### src/rtl/mdu_iterative.sv
// Iterative multiply/divide unit owning the HI/LO registers: 32-step radix-2 shift-add / restoring divide.
// Optional pipeline-flush abort is compiled in with `define MDU_CANCEL_EN (adds the cancel port).
module mdu_iterative #(
    parameter int         WIDTH    = 32,
    parameter logic [1:0] OP_MULT  = 2'b00,
    parameter logic [1:0] OP_MULTU = 2'b01,
    parameter logic [1:0] OP_DIV   = 2'b10,
    parameter logic [1:0] OP_DIVU  = 2'b11
) (
    input  logic             clk,
    input  logic             rst_n,
    input  logic             start,
    input  logic [1:0]       op,
    input  logic [WIDTH-1:0] a,
    input  logic [WIDTH-1:0] b,
    input  logic             hi_we,
    input  logic             lo_we,
    input  logic [WIDTH-1:0] wdata,
`ifdef MDU_CANCEL_EN
    input  logic             cancel,
`endif
    output logic             busy,
    output logic             done,
    output logic [WIDTH-1:0] hi,
    output logic [WIDTH-1:0] lo
);

    localparam int               CW       = $clog2(WIDTH) + 1;
    localparam logic [CW-1:0]    CNT_ZERO = {CW{1'b0}};
    localparam logic [CW-1:0]    CNT_ONE  = {{(CW-1){1'b0}}, 1'b1};
    localparam logic [CW-1:0]    CNT_LAST = CW'(WIDTH - 1);
    localparam logic [WIDTH-1:0] ZERO_W   = {WIDTH{1'b0}};
    localparam logic [WIDTH-1:0] ONES_W   = {WIDTH{1'b1}};

    typedef enum logic [1:0] {
        ST_IDLE = 2'd0,
        ST_CALC = 2'd1,
        ST_FIX  = 2'd2
    } state_t;

    function automatic logic [WIDTH-1:0] neg_w(input logic [WIDTH-1:0] v);
        return ~v + {{(WIDTH-1){1'b0}}, 1'b1};
    endfunction

    function automatic logic [2*WIDTH-1:0] neg_2w(input logic [2*WIDTH-1:0] v);
        return ~v + {{(2*WIDTH-1){1'b0}}, 1'b1};
    endfunction

    function automatic logic [WIDTH-1:0] abs_w(input logic [WIDTH-1:0] v, input logic sgn);
        if (sgn && v[WIDTH-1]) begin
            return neg_w(v);
        end else begin
            return v;
        end
    endfunction

    state_t               state_q, state_d;
    logic [CW-1:0]        cnt_q, cnt_d;
    logic                 div_q, div_d;
    logic                 div0_q, div0_d;
    logic                 neg_res_q, neg_res_d;
    logic                 neg_rem_q, neg_rem_d;
    logic [WIDTH-1:0]     a_orig_q, a_orig_d;
    logic [WIDTH-1:0]     dvs_q, dvs_d;
    logic [2*WIDTH-1:0]   acc_q, acc_d;
    logic                 busy_q, busy_d;
    logic                 done_q, done_d;
    logic [WIDTH-1:0]     hi_q, hi_d;
    logic [WIDTH-1:0]     lo_q, lo_d;

    logic                 cancel_s;
    logic                 is_signed_s;
    logic                 is_div_s;
    logic [WIDTH-1:0]     a_abs_s;
    logic [WIDTH-1:0]     b_abs_s;
    logic [WIDTH:0]       mul_sum_s;
    logic [2*WIDTH-1:0]   mul_next_s;
    logic [WIDTH:0]       div_rem_sh_s;
    logic                 div_ge_s;
    logic [WIDTH-1:0]     div_sub_s;
    logic [2*WIDTH-1:0]   div_next_s;
    logic [2*WIDTH-1:0]   prod_s;
    logic [WIDTH-1:0]     fix_hi_s;
    logic [WIDTH-1:0]     fix_lo_s;

`ifdef MDU_CANCEL_EN
    assign cancel_s = cancel;
`else
    assign cancel_s = 1'b0;
`endif

    assign is_signed_s = (op == OP_MULT) || (op == OP_DIV);
    assign is_div_s    = (op == OP_DIV) || (op == OP_DIVU);
    assign a_abs_s     = abs_w(a, is_signed_s);
    assign b_abs_s     = abs_w(b, is_signed_s);

    // Multiply step: multiplier sits in the low half and shifts out as the product shifts in.
    assign mul_sum_s  = {1'b0, acc_q[2*WIDTH-1:WIDTH]} + {1'b0, dvs_q};
    assign mul_next_s = acc_q[0] ? {mul_sum_s, acc_q[WIDTH-1:1]}
                                 : {1'b0, acc_q[2*WIDTH-1:1]};

    // Restoring divide step: remainder in the high half, dividend shifts out as quotient bits shift in.
    assign div_rem_sh_s = acc_q[2*WIDTH-1:WIDTH-1];
    assign div_ge_s     = (div_rem_sh_s >= {1'b0, dvs_q});
    assign div_sub_s    = div_rem_sh_s[WIDTH-1:0] - dvs_q;
    assign div_next_s   = div_ge_s ? {div_sub_s, acc_q[WIDTH-2:0], 1'b1}
                                   : {div_rem_sh_s[WIDTH-1:0], acc_q[WIDTH-2:0], 1'b0};

    assign prod_s = neg_res_q ? neg_2w(acc_q) : acc_q;

    // Sign correction and divide-by-zero override for the FIX write.
    always_comb begin
        fix_hi_s = prod_s[2*WIDTH-1:WIDTH];
        fix_lo_s = prod_s[WIDTH-1:0];
        if (div_q) begin
            if (div0_q) begin
                fix_hi_s = a_orig_q;
                fix_lo_s = ONES_W;
            end else begin
                fix_hi_s = neg_rem_q ? neg_w(acc_q[2*WIDTH-1:WIDTH]) : acc_q[2*WIDTH-1:WIDTH];
                fix_lo_s = neg_res_q ? neg_w(acc_q[WIDTH-1:0]) : acc_q[WIDTH-1:0];
            end
        end else begin
            fix_hi_s = prod_s[2*WIDTH-1:WIDTH];
            fix_lo_s = prod_s[WIDTH-1:0];
        end
    end

    // Next-state and datapath control.
    always_comb begin
        state_d   = state_q;
        cnt_d     = cnt_q;
        div_d     = div_q;
        div0_d    = div0_q;
        neg_res_d = neg_res_q;
        neg_rem_d = neg_rem_q;
        a_orig_d  = a_orig_q;
        dvs_d     = dvs_q;
        acc_d     = acc_q;
        busy_d    = busy_q;
        done_d    = 1'b0;
        hi_d      = hi_q;
        lo_d      = lo_q;

        case (state_q)
            ST_IDLE: begin
                if (hi_we) begin
                    hi_d = wdata;
                end else begin
                    hi_d = hi_q;
                end
                if (lo_we) begin
                    lo_d = wdata;
                end else begin
                    lo_d = lo_q;
                end
                if (start) begin
                    state_d   = ST_CALC;
                    cnt_d     = CNT_ZERO;
                    busy_d    = 1'b1;
                    div_d     = is_div_s;
                    div0_d    = is_div_s && (b == ZERO_W);
                    neg_res_d = is_signed_s && (a[WIDTH-1] ^ b[WIDTH-1]);
                    neg_rem_d = is_signed_s && a[WIDTH-1];
                    a_orig_d  = a;
                    dvs_d     = is_div_s ? b_abs_s : a_abs_s;
                    acc_d     = {ZERO_W, (is_div_s ? a_abs_s : b_abs_s)};
                end else begin
                    state_d = ST_IDLE;
                end
            end
            ST_CALC: begin
                if (cancel_s) begin
                    state_d = ST_IDLE;
                    busy_d  = 1'b0;
                end else begin
                    acc_d = div_q ? div_next_s : mul_next_s;
                    cnt_d = cnt_q + CNT_ONE;
                    if (cnt_q == CNT_LAST) begin
                        state_d = ST_FIX;
                    end else begin
                        state_d = ST_CALC;
                    end
                end
            end
            ST_FIX: begin
                state_d = ST_IDLE;
                busy_d  = 1'b0;
                if (cancel_s) begin
                    done_d = 1'b0;
                end else begin
                    hi_d   = fix_hi_s;
                    lo_d   = fix_lo_s;
                    done_d = 1'b1;
                end
            end
            default: begin
                state_d = ST_IDLE;
                busy_d  = 1'b0;
            end
        endcase
    end

    // State and datapath registers; reset clears everything, including mid-operation.
    always_ff @(posedge clk or negedge rst_n) begin
        if (!rst_n) begin
            state_q   <= ST_IDLE;
            cnt_q     <= CNT_ZERO;
            div_q     <= 1'b0;
            div0_q    <= 1'b0;
            neg_res_q <= 1'b0;
            neg_rem_q <= 1'b0;
            a_orig_q  <= ZERO_W;
            dvs_q     <= ZERO_W;
            acc_q     <= {ZERO_W, ZERO_W};
            busy_q    <= 1'b0;
            done_q    <= 1'b0;
            hi_q      <= ZERO_W;
            lo_q      <= ZERO_W;
        end else begin
            state_q   <= state_d;
            cnt_q     <= cnt_d;
            div_q     <= div_d;
            div0_q    <= div0_d;
            neg_res_q <= neg_res_d;
            neg_rem_q <= neg_rem_d;
            a_orig_q  <= a_orig_d;
            dvs_q     <= dvs_d;
            acc_q     <= acc_d;
            busy_q    <= busy_d;
            done_q    <= done_d;
            hi_q      <= hi_d;
            lo_q      <= lo_d;
        end
    end

    assign busy = busy_q;
    assign done = done_q;
    assign hi   = hi_q;
    assign lo   = lo_q;

endmodule

### config.mk
export PLATFORM = sky130hd
export DESIGN_NAME = mdu_iterative
export DESIGN_NICKNAME = d
export VERILOG_FILES = /design/src/rtl/mdu_iterative.sv
export SDC_FILE = /design/constraint.sdc
export NUM_CORES = 1
export LEC_CHECK = 0
export CORE_ASPECT_RATIO = 0.5
export CORE_MARGIN = 4
export CORE_UTILIZATION = 34
export CTS_CLUSTER_DIAMETER = 120
export CTS_CLUSTER_SIZE = 16
export DETAILED_ROUTE_END_ITERATION = 16
export SLEW_MARGIN = 40
export SYNTH_ARGS = -nofsm -noshare
export SYNTH_HDL_FRONTEND = slang
export SYNTH_SLANG_ARGS = --single-unit
### constraint.sdc
create_clock -name clk -period 4.8 [get_ports clk]
set_input_delay 1.44 -clock clk [delete_from_list [all_inputs] [get_ports clk]]
set_output_delay 1.44 -clock clk [all_outputs]
set_load 0.1 [all_outputs]
==> flow_metrics.tcl, run 1 <==
set metrics [dict create \
    leakage_nw 8.241 \
    io_buffers 168 \
    ant_nets 0 \
    status "finished, final reports clean" \
    cap_violations 0 \
    synthFlopType "dfrtp_1" \
    syn_avg_cell_area_um2 7.771 \
    hp-class "reg2reg" \
    critical_path_peak_fanout 4 \
    grt_pass1_vias 15710 \
    dp_hpwl_mm 50.14 \
    die_w_um 324.1 \
    routedWlPerCell_um 22.20 \
    finalPower_mw 16.60 \
    postCtsSetupBuffers 0 \
    grt_first_pass_wirelength_mm 97.84 \
    gp_congestion 0.9371 \
    ys.warnings.count 0 \
    stdcell_count 2937 \
    p_per_area_nw_per_um2 847.6 \
    setup_viol 0 \
    synth_area_leader_cell "dfrtp_1" \
    root_buffer "clkbuf_16" \
    cts.sinks 206 \
    ys_types 79 \
    finalCritPeriodShare_pct 88.25 \
    cts_buffer_depth 3 \
    nNetsFinal 2455 \
    synthCells 2186 \
    whs_ps 476.2 \
    design.core.area_um2 48920 \
    worst_pin_slew_ps 821.7 \
    crit_start "b[13]" \
    clk_latency_ps 520 \
    critical_path_class "in2reg" \
    netlist_area_um2 16990 \
    synth_top_cells_by_area "dfrtp_1 30%, nand2_1 7.7%, o21ai_0 7.6%" \
    drt_first_iter_violations 1944 \
    dr_total_vias 16960 \
    synthArstFlopShare_pct 100.0 \
    post-route-util_pct 40.04 \
    synth-edff-count 0 \
    path_clk_slew_ps 80 \
    ctsHoldBuffers 0 \
    die_h_um 166.1 \
    rows 57 \
    ir_worst_vdd_mv 0.3418 \
    ys_seq_area_share_pct 30.35 \
    fmax_ghz 0.2361 \
    finClkSkew_ps 16.47 \
    routed_wl_mm 65.20 \
    dpl.cell_count 2911 \
    start_kind "input pin" \
    synth.top_cell.area_share_pct 30.35 \
    grt_util_all_layers_pct 23.30 \
    worstSetupEndpointType "flop" \
    cts_htree_levels 1 \
    cts_made_buffers 16 \
    initial_core_util_pct 34.72 \
    min_period_ps 4236 \
    rr_startpoint "acc_q[33]$_DFFE_PN0P_" \
    pin_count 169 \
    syn_nets 2360 \
    min_from "a_orig_q[20]$_DFFE_PN0P_" \
    maxSlewViolCount 0 \
    overflow 0 \
    max_slew_margin_pct 45.22 \
    synthToLayoutAreaGrowth_pct 15.32 \
    dieArea_um2 53820 \
    drive_gt1_share_pct 8.629 \
    hold_viol 0 \
    drt_first_pass_iters 6 \
    rsz0062_at_grt "no" \
    cts_tree "yes" \
    routed_via_density 5.775 \
    drc_errors 0 \
    post_cts_resized 0 \
    crit_required_ps 5210 \
    cp.arrival_ps 4640 \
    ys_seq_elements 206 \
    antenna_found_initial 4 \
    grt_start_max_net_pins 100 \
    setup-tns-final_ps 0 \
]
==> routing by layer <==
| layer | GRT usage (%) | vias to the layer above | part of all wire [%] |
|---|---|---|---|
| met2 | 34.58 | 684 | 42 |
| met3 | 4.518 | 73 | 8.8 |
| met1 | 34.85 | 8209 | 47 |
| met4 | 5.147 | 0 | 2.1 |
| met5 | 0 | - | 0 |
| li1 | - | 7994 | - |
==> flip-flops by register name (all words and copies together) (netlist names) <==
signal,flops
dvs_q,32
div_q,1
state_q,2
done,1
div0_q,1
busy,1
neg_res_q,1
a_orig_q,32
acc_q,64
lo,32
neg_rem_q,1
hi,32
cnt_q,6
==> cell usage in the layout (no fill, tap or decap), types with 16 or more instances in the layout <==
cell type / count
buf_2: 66
a21oi_1: 173
or3_1: 16
o211ai_1: 16
nor2b_1: 19
o221ai_1: 20
buf_4: 55
inv_1: 64
nor3_1: 20
ha_1: 69
nand2_1: 346
clkdlybuf4s50_1: 100
o21ai_0: 259
a21o_1: 31
nand2b_1: 17
a211oi_1: 26
mux2i_1: 69
nand3_1: 34
dfrtp_1: 202
o31ai_1: 35
xor2_1: 97
o22ai_1: 33
clkbuf_16: 17
xnor2_1: 104
and3_1: 17
nor2_1: 151
==> worst max-delay path: stages <==
cell and delay, ps:
clkdlybuf4s50_1 440, or4_4 560, or3_4 360, or4_4 530, nor4_4 230, and3b_2 300
a21oi_2 70, xnor2_1 270, mux2i_1 120, a221o_1 330
==> cell usage after synthesis, types with 13 or more instances <==
cell type and number:
o22ai_1 33, or3_1 16, buf_1 13, xnor2_1 104, a21oi_1 173, dfrtp_1 206, ha_1 69, o31ai_1 35
xor2_1 97, nand2_1 350, a21o_1 31, nor3_1 20, nand2b_1 18, o221ai_1 20, nand3_1 34, o21ai_0 259
mux2i_1 69, nor2b_1 20, and3_1 17, nor2_1 153, clkbuf_1 130, inv_1 64, o41ai_1 13, o211ai_1 16
a211oi_1 26
==> where the power goes <==
part	leakage [nW]	internal (mW)	total [mW]	switching [mW]
registers	2.50	2.58	3.81	1.23
logic	5.52	4.06	11.4	7.39
clock network	0.219	0.653	1.34	0.691
total	8.24	7.29	16.6	9.32
==> area by class of cell <==
type | count | area, um2
fill | 5080 | 29330
multi-input combinational | 1766 | 11070
sequential | 206 | 5160
timing repair buffer | 226 | 1847
tap | 649 | 812.0
clock buffer | 20 | 446.7
inverter | 65 | 244.0
antenna | 5 | 12.51
==> cell families after synthesis <==
group                    synth area share, %
AO/OA/AOI/OAI                          25.93
AND/OR/NAND/NOR                        19.08
buffers and inverters                  4.773
flip-flops                             30.35
XOR/XNOR                               10.36
multiplexers                           4.198
adder cells (fa/ha/maj)                5.318
==> through the flow <==
stage               worst slack [ps]  area [um2]
floorplan                      820.2       16990
global placement               95.90       19420
detailed placement             62.55       19100
CTS                            606.5       19550
global route                   280.8       19590
finish                         564.0       19590
==> worst paths after layout <==
path	end	slack, ps	cells past startpoint
min	a_orig_q[20]$_DFFE_PN0P_	480	2
max in group asynchronous	div0_q$_DFFE_PN0P_	3000	3
min in group asynchronous	cnt_q[5]$_DFFE_PN0P_	790	1
max	acc_q[27]$_DFFE_PN0P_	560	10
min reg2reg	a_orig_q[20]$_DFFE_PN0P_	480	2
max reg2reg	acc_q[63]$_DFFE_PN0P_	610	12
No activity file was read; power rests on OpenSTA's default activity.
==> inputs of run 2 (changes only) <==
--- a/config.mk
+++ b/config.mk
@@ -5,6 +5,7 @@
 export SDC_FILE = /design/constraint.sdc
 export NUM_CORES = 1
 export LEC_CHECK = 0
+export ABC_AREA = 1
 export CORE_ASPECT_RATIO = 0.5
 export CORE_MARGIN = 4
 export CORE_UTILIZATION = 34
==> run 2 against run 1 <==
Sequential share of layout area shrank 4.1 points. Cell count grew 51%. Worst hold slack lost 44 ps. Maximum frequency grew 16%. Power grew 27%.
==> flow_metrics.tcl, run 2 <==
set metrics [dict create \
    ctsHoldBuffers 0 \
    post-route-util_pct 39.04 \
    pin_count 169 \
    final_cell_mix "1057 x nand2_1, 446 x nor2_1, 403 x inv_1" \
    multiInputGateArea_um2 13170 \
    worstSetupEndpointType "flop" \
    seqCellArea_um2 5160 \
    pre_cts_ws_ps 884.3 \
    dr_total_vias 24880 \
    fillCellCount 6637 \
    finalCritPeriodShare_pct 76.26 \
    syn_avg_cell_area_um2 5.803 \
    postCtsSetupBuffers 0 \
    setup-tns-final_ps 0 \
    grt_start_max_net_pins 91 \
    grt_first_pass_wirelength_mm 153.8 \
    io_buffers 168 \
    synth.top_cell.area_share_pct 25.25 \
    ys_seq_elements 206 \
    critical_path_class "reg2reg" \
    syn_nets 3692 \
    rsz0062_at_grt "no" \
    ir_worst_vdd_mv 0.5247 \
    routed_wl_mm 107.4 \
    fin_ws_ps 1140 \
    netlist_area_um2 20410 \
    synthCells 3518 \
    fmax_ghz 0.2732 \
    final_common_cell "nand2_1" \
    grt_util_all_layers_pct 32.04 \
    drc_errors 0 \
    cts_made_buffers 16 \
    cts.sinks 206 \
    drt_first_iter_violations 3262 \
    leakage_nw 11.21 \
    die_h_um 181.3 \
    p_per_area_nw_per_um2 910.3 \
    gp_congestion 1.041 \
    root_buffer "clkbuf_16" \
    worst_pin_slew_ps 901.5 \
    design.core.area_um2 59360 \
    ant_nets 0 \
    hp-class "reg2reg" \
    nNetsFinal 3797 \
    cap_violations 0 \
    maxSlewViolCount 0 \
    largest-register "acc_q" \
    critical_path_peak_fanout 31 \
    routedWlPerCell_um 24.20 \
    initial_core_util_pct 34.39 \
    synth_top_cells_by_area "dfrtp_1 25%, nand2_1 19%, nand3_1 9.0%" \
    drt_first_pass_iters 6 \
    synthTopCellsByCount "1057 x nand2_1, 449 x nor2_1, 405 x inv_1, 368 x nand3_1, 287 x a21oi_1" \
    yosysMostFrequentCell "nand2_1" \
    post_cts_resized 0 \
    cp.arrival_ps 4100 \
    synth_area_leader_cell "dfrtp_1" \
    synthToLayoutAreaGrowth_pct 13.53 \
    routed_via_density 5.607 \
    hold_viol 0 \
    overflow 0 \
    largest_reg_flops 64 \
    drive_gt1_share_pct 5.407 \
    dieArea_um2 64260 \
    antenna_found_initial 4 \
    die_w_um 354.5 \
    cts_htree_levels 1 \
    synth-edff-count 0 \
    rows 63 \
    path_clk_slew_ps 100 \
    min_period_ps 3660 \
    finClkSkew_ps 28.80 \
    crit_required_ps 5240 \
    cts_buffer_depth 3 \
    max_slew_margin_pct 39.26 \
    clk_latency_ps 550 \
    dp_hpwl_mm 87.58 \
    stdcell_count 4437 \
    status "finished, final reports clean" \
    synthFlopType "dfrtp_1" \
    diodes 0 \
    ys_seq_area_share_pct 25.25 \
    start_kind "flop" \
    synthArstFlopShare_pct 100.0 \
    setup_viol 0 \
    ys_types 46 \
    dpl.cell_count 4416 \
    cts_tree "yes" \
    grt_pass1_vias 22290 \
    ys.warnings.count 0 \
]
[run 2: changes by cell type after synthesis, moves of 92 or more]
cell,previous run,this run
nand2_1,350,1057
inv_1,64,405
nand3_1,34,368
nor2_1,153,449
a21oi_1,173,287
xnor2_1,104,12
[run 2: final cells by class]
cell class	instances	share of cell area [%]
repair buffers	227	7.904
multi-input cells	2759	56.81
well taps	812	4.384
clock buffers	20	1.927
inverters	413	6.706
flip-flops and latches	206	22.27
[run 2: power by group]
part	switching (mW)	internal [mW]
sequential	1.10	2.64
combinational	11.7	4.23
clock	0.764	0.654
total	13.6	7.52
[run 2: worst max-delay path, cell delays in order (launching register included)]
cell     delay [ps]
dfrtp_1         500
inv_1           230
ha_1            580
nand2_1          90
nand2_1         130
nand2_1          60
nand2_1         130
nand2_1          70
a21oi_1         360
nor2_2          140
nand2_4         210
buf_4           380
o21ai_0         150
inv_1           220
nand2_1         130
nand2_1         100
nand2_1          50
[run 2: logic make-up after synthesis]
kind of cell	count (synthesis)	synth area share, %
AOI/OAI and AO/OA	623	16.58
buffers and inverters	553	10.42
DFF	206	25.25
xor gates and xnor gates	57	2.446
adders and majority gates	71	4.425
and+or+nand+nor	2008	40.88
[run 2: final timing paths]
path / start / end / slack, ps / depth (start not counted)
max in group asynchronous: rst_n / dvs_q[30]$_DFFE_PN0P_ / 2920 / 3
min in group asynchronous: rst_n / a_orig_q[15]$_DFFE_PN0P_ / 750 / 1
setup reg to reg: dvs_q[18]$_DFFE_PN0P_ / acc_q[58]$_DFFE_PN0P_ / 1140 / 16
hold / removal: cnt_q[5]$_DFFE_PN0P_ / state_q[1]$_DFF_PN0_ / 430 / 1
setup / recovery: dvs_q[18]$_DFFE_PN0P_ / acc_q[58]$_DFFE_PN0P_ / 1140 / 16
hold reg to reg: cnt_q[5]$_DFFE_PN0P_ / state_q[1]$_DFF_PN0_ / 430 / 1
[run 2: metrics by stage]
stage / hold slack [ps] / power [mW] / instance area [um2]
finish: 432.2 / 21.10 / 23170
global route: 463.6 / 22.48 / 23170
CTS: 432.8 / 20.58 / 23150
detailed placement: 421.9 / 19.12 / 22700
global placement: 421.6 / 19.32 / 23030
floorplan: 407.8 / 13.82 / 20410
[run 2: metal layers]
metal / vias up / routed length [um] / GRT usage (%)
li1: 11620 / - / -
met4: 6 / 3253 / 8.303
met2: 1391 / 41270 / 43.53
met1: 11720 / 49060 / 48.12
met3: 146 / 13770 / 10.04
met5: - / 33 / 0
==> inputs of run 3 (changes only) <==
==> constraint.sdc (replaced) <==
create_clock -name clk -period 3.8 [get_ports clk]
set_input_delay 1.14 -clock clk [delete_from_list [all_inputs] [get_ports clk]]
set_output_delay 1.14 -clock clk [all_outputs]
set_load 0.1 [all_outputs]
==> run 3 against run 2 <==
Clock power rose by 27%. Flip-flop and latch count unchanged. Via count increased by 1.2%. Cell count is 0.90% higher. First-iteration DRC count is 9.5% higher. Combinational power grew 31%. Cell area is 2.2% higher. Sequential share of layout area fell by 0.48 points. Count of clock-buffer cells in the layout unchanged.
==> flow_metrics.tcl, run 3 (same netlist as run 2, synthesis figures left out) <==
set metrics [dict create \
    path_clk_slew_ps 100 \
    multiInputGateArea_um2 13170 \
    ant_nets 0 \
    ff2ff_setup_slack_ps 190 \
    cp.buffers_inverters 2 \
    ir_worst_vdd_mv 0.6575 \
    maxSlewViolCount 0 \
    worst_pin_slew_ps 858.9 \
    dpl.cell_count 4455 \
    slowest_delay_ps 550 \
    worstSetupEndpointType "flop" \
    critical_path_class "reg2reg" \
    path_common_cell "nand2_1" \
    die_w_um 354.5 \
    seqCellArea_um2 5160 \
    grt_util_all_layers_pct 32.67 \
    largest-register "acc_q" \
    min_from "cnt_q[5]$_DFFE_PN0P_" \
    worstPathCellList "ha_1 > inv_1 > fa_1 > nor2_1 > nor2_1 > o21ai_0 > buf_4 > nand2_1 > nand2_1 > nand2_1 > nand2_1 > nand2_1 > nand3_1 > nand2_1 > nand3_1 > nand2_1" \
    cpLargestDelayFamily "simple AND/OR/NAND/NOR gates" \
    slowest_stage "o21ai_0" \
    cts_buffer_depth 3 \
    routed_wl_mm 109.5 \
    fillCellCount 6643 \
    dr_total_vias 25180 \
    design.core.area_um2 59360 \
    min_period_ps 3614 \
    setup-tns-final_ps 0 \
    leakage_nw 11.48 \
    io_buffers 168 \
    whs_endpoint "state_q[1]$_DFF_PN0_" \
    final_area_um2 23690 \
    drt_first_pass_iters 8 \
    grt_first_pass_wirelength_mm 156.8 \
    cts.sinks 206 \
    drc_errors 0 \
    finClkSkew_ps 24.74 \
    dp_hpwl_mm 89.40 \
    cts_htree_levels 1 \
    fmax_ghz 0.2767 \
    setup_viol 0 \
    status "finished, final reports clean" \
    drive_gt1_share_pct 6.386 \
    overflow 0 \
    pre_cts_ws_ps 225.8 \
    fin_ws_ps 185.8 \
    antenna_found_initial 1 \
    rr_startpoint "dvs_q[0]$_DFFE_PN0P_" \
    largest_reg_flops 64 \
    drt_first_iter_violations 3572 \
    gp_congestion 1.060 \
    cts_made_buffers 16 \
    stdcell_count 4477 \
    rsz0062_at_grt "no" \
    finalCritPeriodShare_pct 95.11 \
    grt_pass1_vias 22630 \
    cts_tree "yes" \
    hp-class "reg2reg" \
    postCtsSetupBuffers 0 \
    routedWlPerCell_um 24.46 \
    start_kind "flop" \
    routed_via_density 5.625 \
    final_common_cell "nand2_1" \
    grt_start_max_net_pins 81 \
    hold_depth 1 \
    rr_worst_depth 16 \
    hold_viol 0 \
    synthToLayoutAreaGrowth_pct 16.03 \
    r2r_end "acc_q[61]$_DFFE_PN0P_" \
    p_per_area_nw_per_um2 1150 \
    crit_required_ps 4230 \
    post_cts_resized 0 \
    placed_area_um2 23220 \
    cp.arrival_ps 4040 \
    dieArea_um2 64260 \
    die_h_um 181.3 \
    rows 63 \
    final_cell_mix "1057 x nand2_1, 446 x nor2_1, 403 x inv_1" \
    clk_latency_ps 550 \
    root_buffer "clkbuf_16" \
    pin_count 169 \
    critical_path_peak_fanout 4 \
    cap_violations 0 \
    initial_core_util_pct 34.39 \
    whs_ps 443.9 \
    ctsHoldBuffers 0 \
    nNetsFinal 3836 \
    max_slew_margin_pct 42.14 \
]
## run 3: cell types whose count changed in the layout (fill, tap and decap cells not counted)
cell / change
buf_12: +5
buf_4: +99
buf_16: -1
buf_8: +1
inv_2: +1
buf_2: -66
diode_2: +1
buf_6: +1
clkinv_1: +1
clkinv_2: -1
inv_4: -1
## run 3: cell type report
class	instances	share of cell area, %
Antenna cell	1	0.01057
Multi-Input combinational cell	2759	55.59
Inverter	413	6.545
Clock buffer	20	1.886
Tap cell	812	4.289
Timing Repair Buffer	266	9.894
Sequential cell	206	21.79
## run 3: worst max path at each step
stage,from,endpoint,slack (ps),depth (start not counted)
floorplan,a[0],acc_q[14]$_DFFE_PN0P_,1260,11
global placement,a[0],acc_q[14]$_DFFE_PN0P_,240,12
detailed placement,a[0],acc_q[14]$_DFFE_PN0P_,230,12
CTS,dvs_q[0]$_DFFE_PN0P_,acc_q[61]$_DFFE_PN0P_,370,16
global route,dvs_q[28]$_DFFE_PN0P_,acc_q[50]$_DFFE_PN0P_,50,13
finish,dvs_q[0]$_DFFE_PN0P_,acc_q[61]$_DFFE_PN0P_,190,16
## run 3: worst register-to-register path, stage by stage (launching register included)
cell	delay, ps
dfrtp_1	490
ha_1	390
inv_1	140
fa_1	480
nor2_1	140
nor2_1	120
o21ai_0	550
buf_4	230
nand2_1	60
nand2_1	100
nand2_1	130
nand2_1	80
nand2_1	50
nand3_1	70
nand2_1	190
nand3_1	200
nand2_1	60
## run 3: where the power goes
group / internal, mW / switching [mW]
clock: 0.826 / 0.972
sequential: 3.33 / 1.35
combinational: 5.80 / 15.0
## run 3: per-stage QoR
step           total power, mW  util (%)
6_report                 27.25     39.90
3_3_place_gp             24.64     39.12
4_1_cts                  26.54     39.87
2_1_floorplan            17.46         -
5_1_grt                  28.97     39.90
3_5_place_dp             24.70     39.12
## run 3: routing by layer
metal / track usage (%) / vias to the layer above / wire length, um
met4: 7.208 / 0 / 2915
li1: - / 11700 / -
met5: 0 / - / 0
met3: 9.040 / 139 / 13780
met1: 50.42 / 11980 / 50870
met2: 44.24 / 1358 / 41940
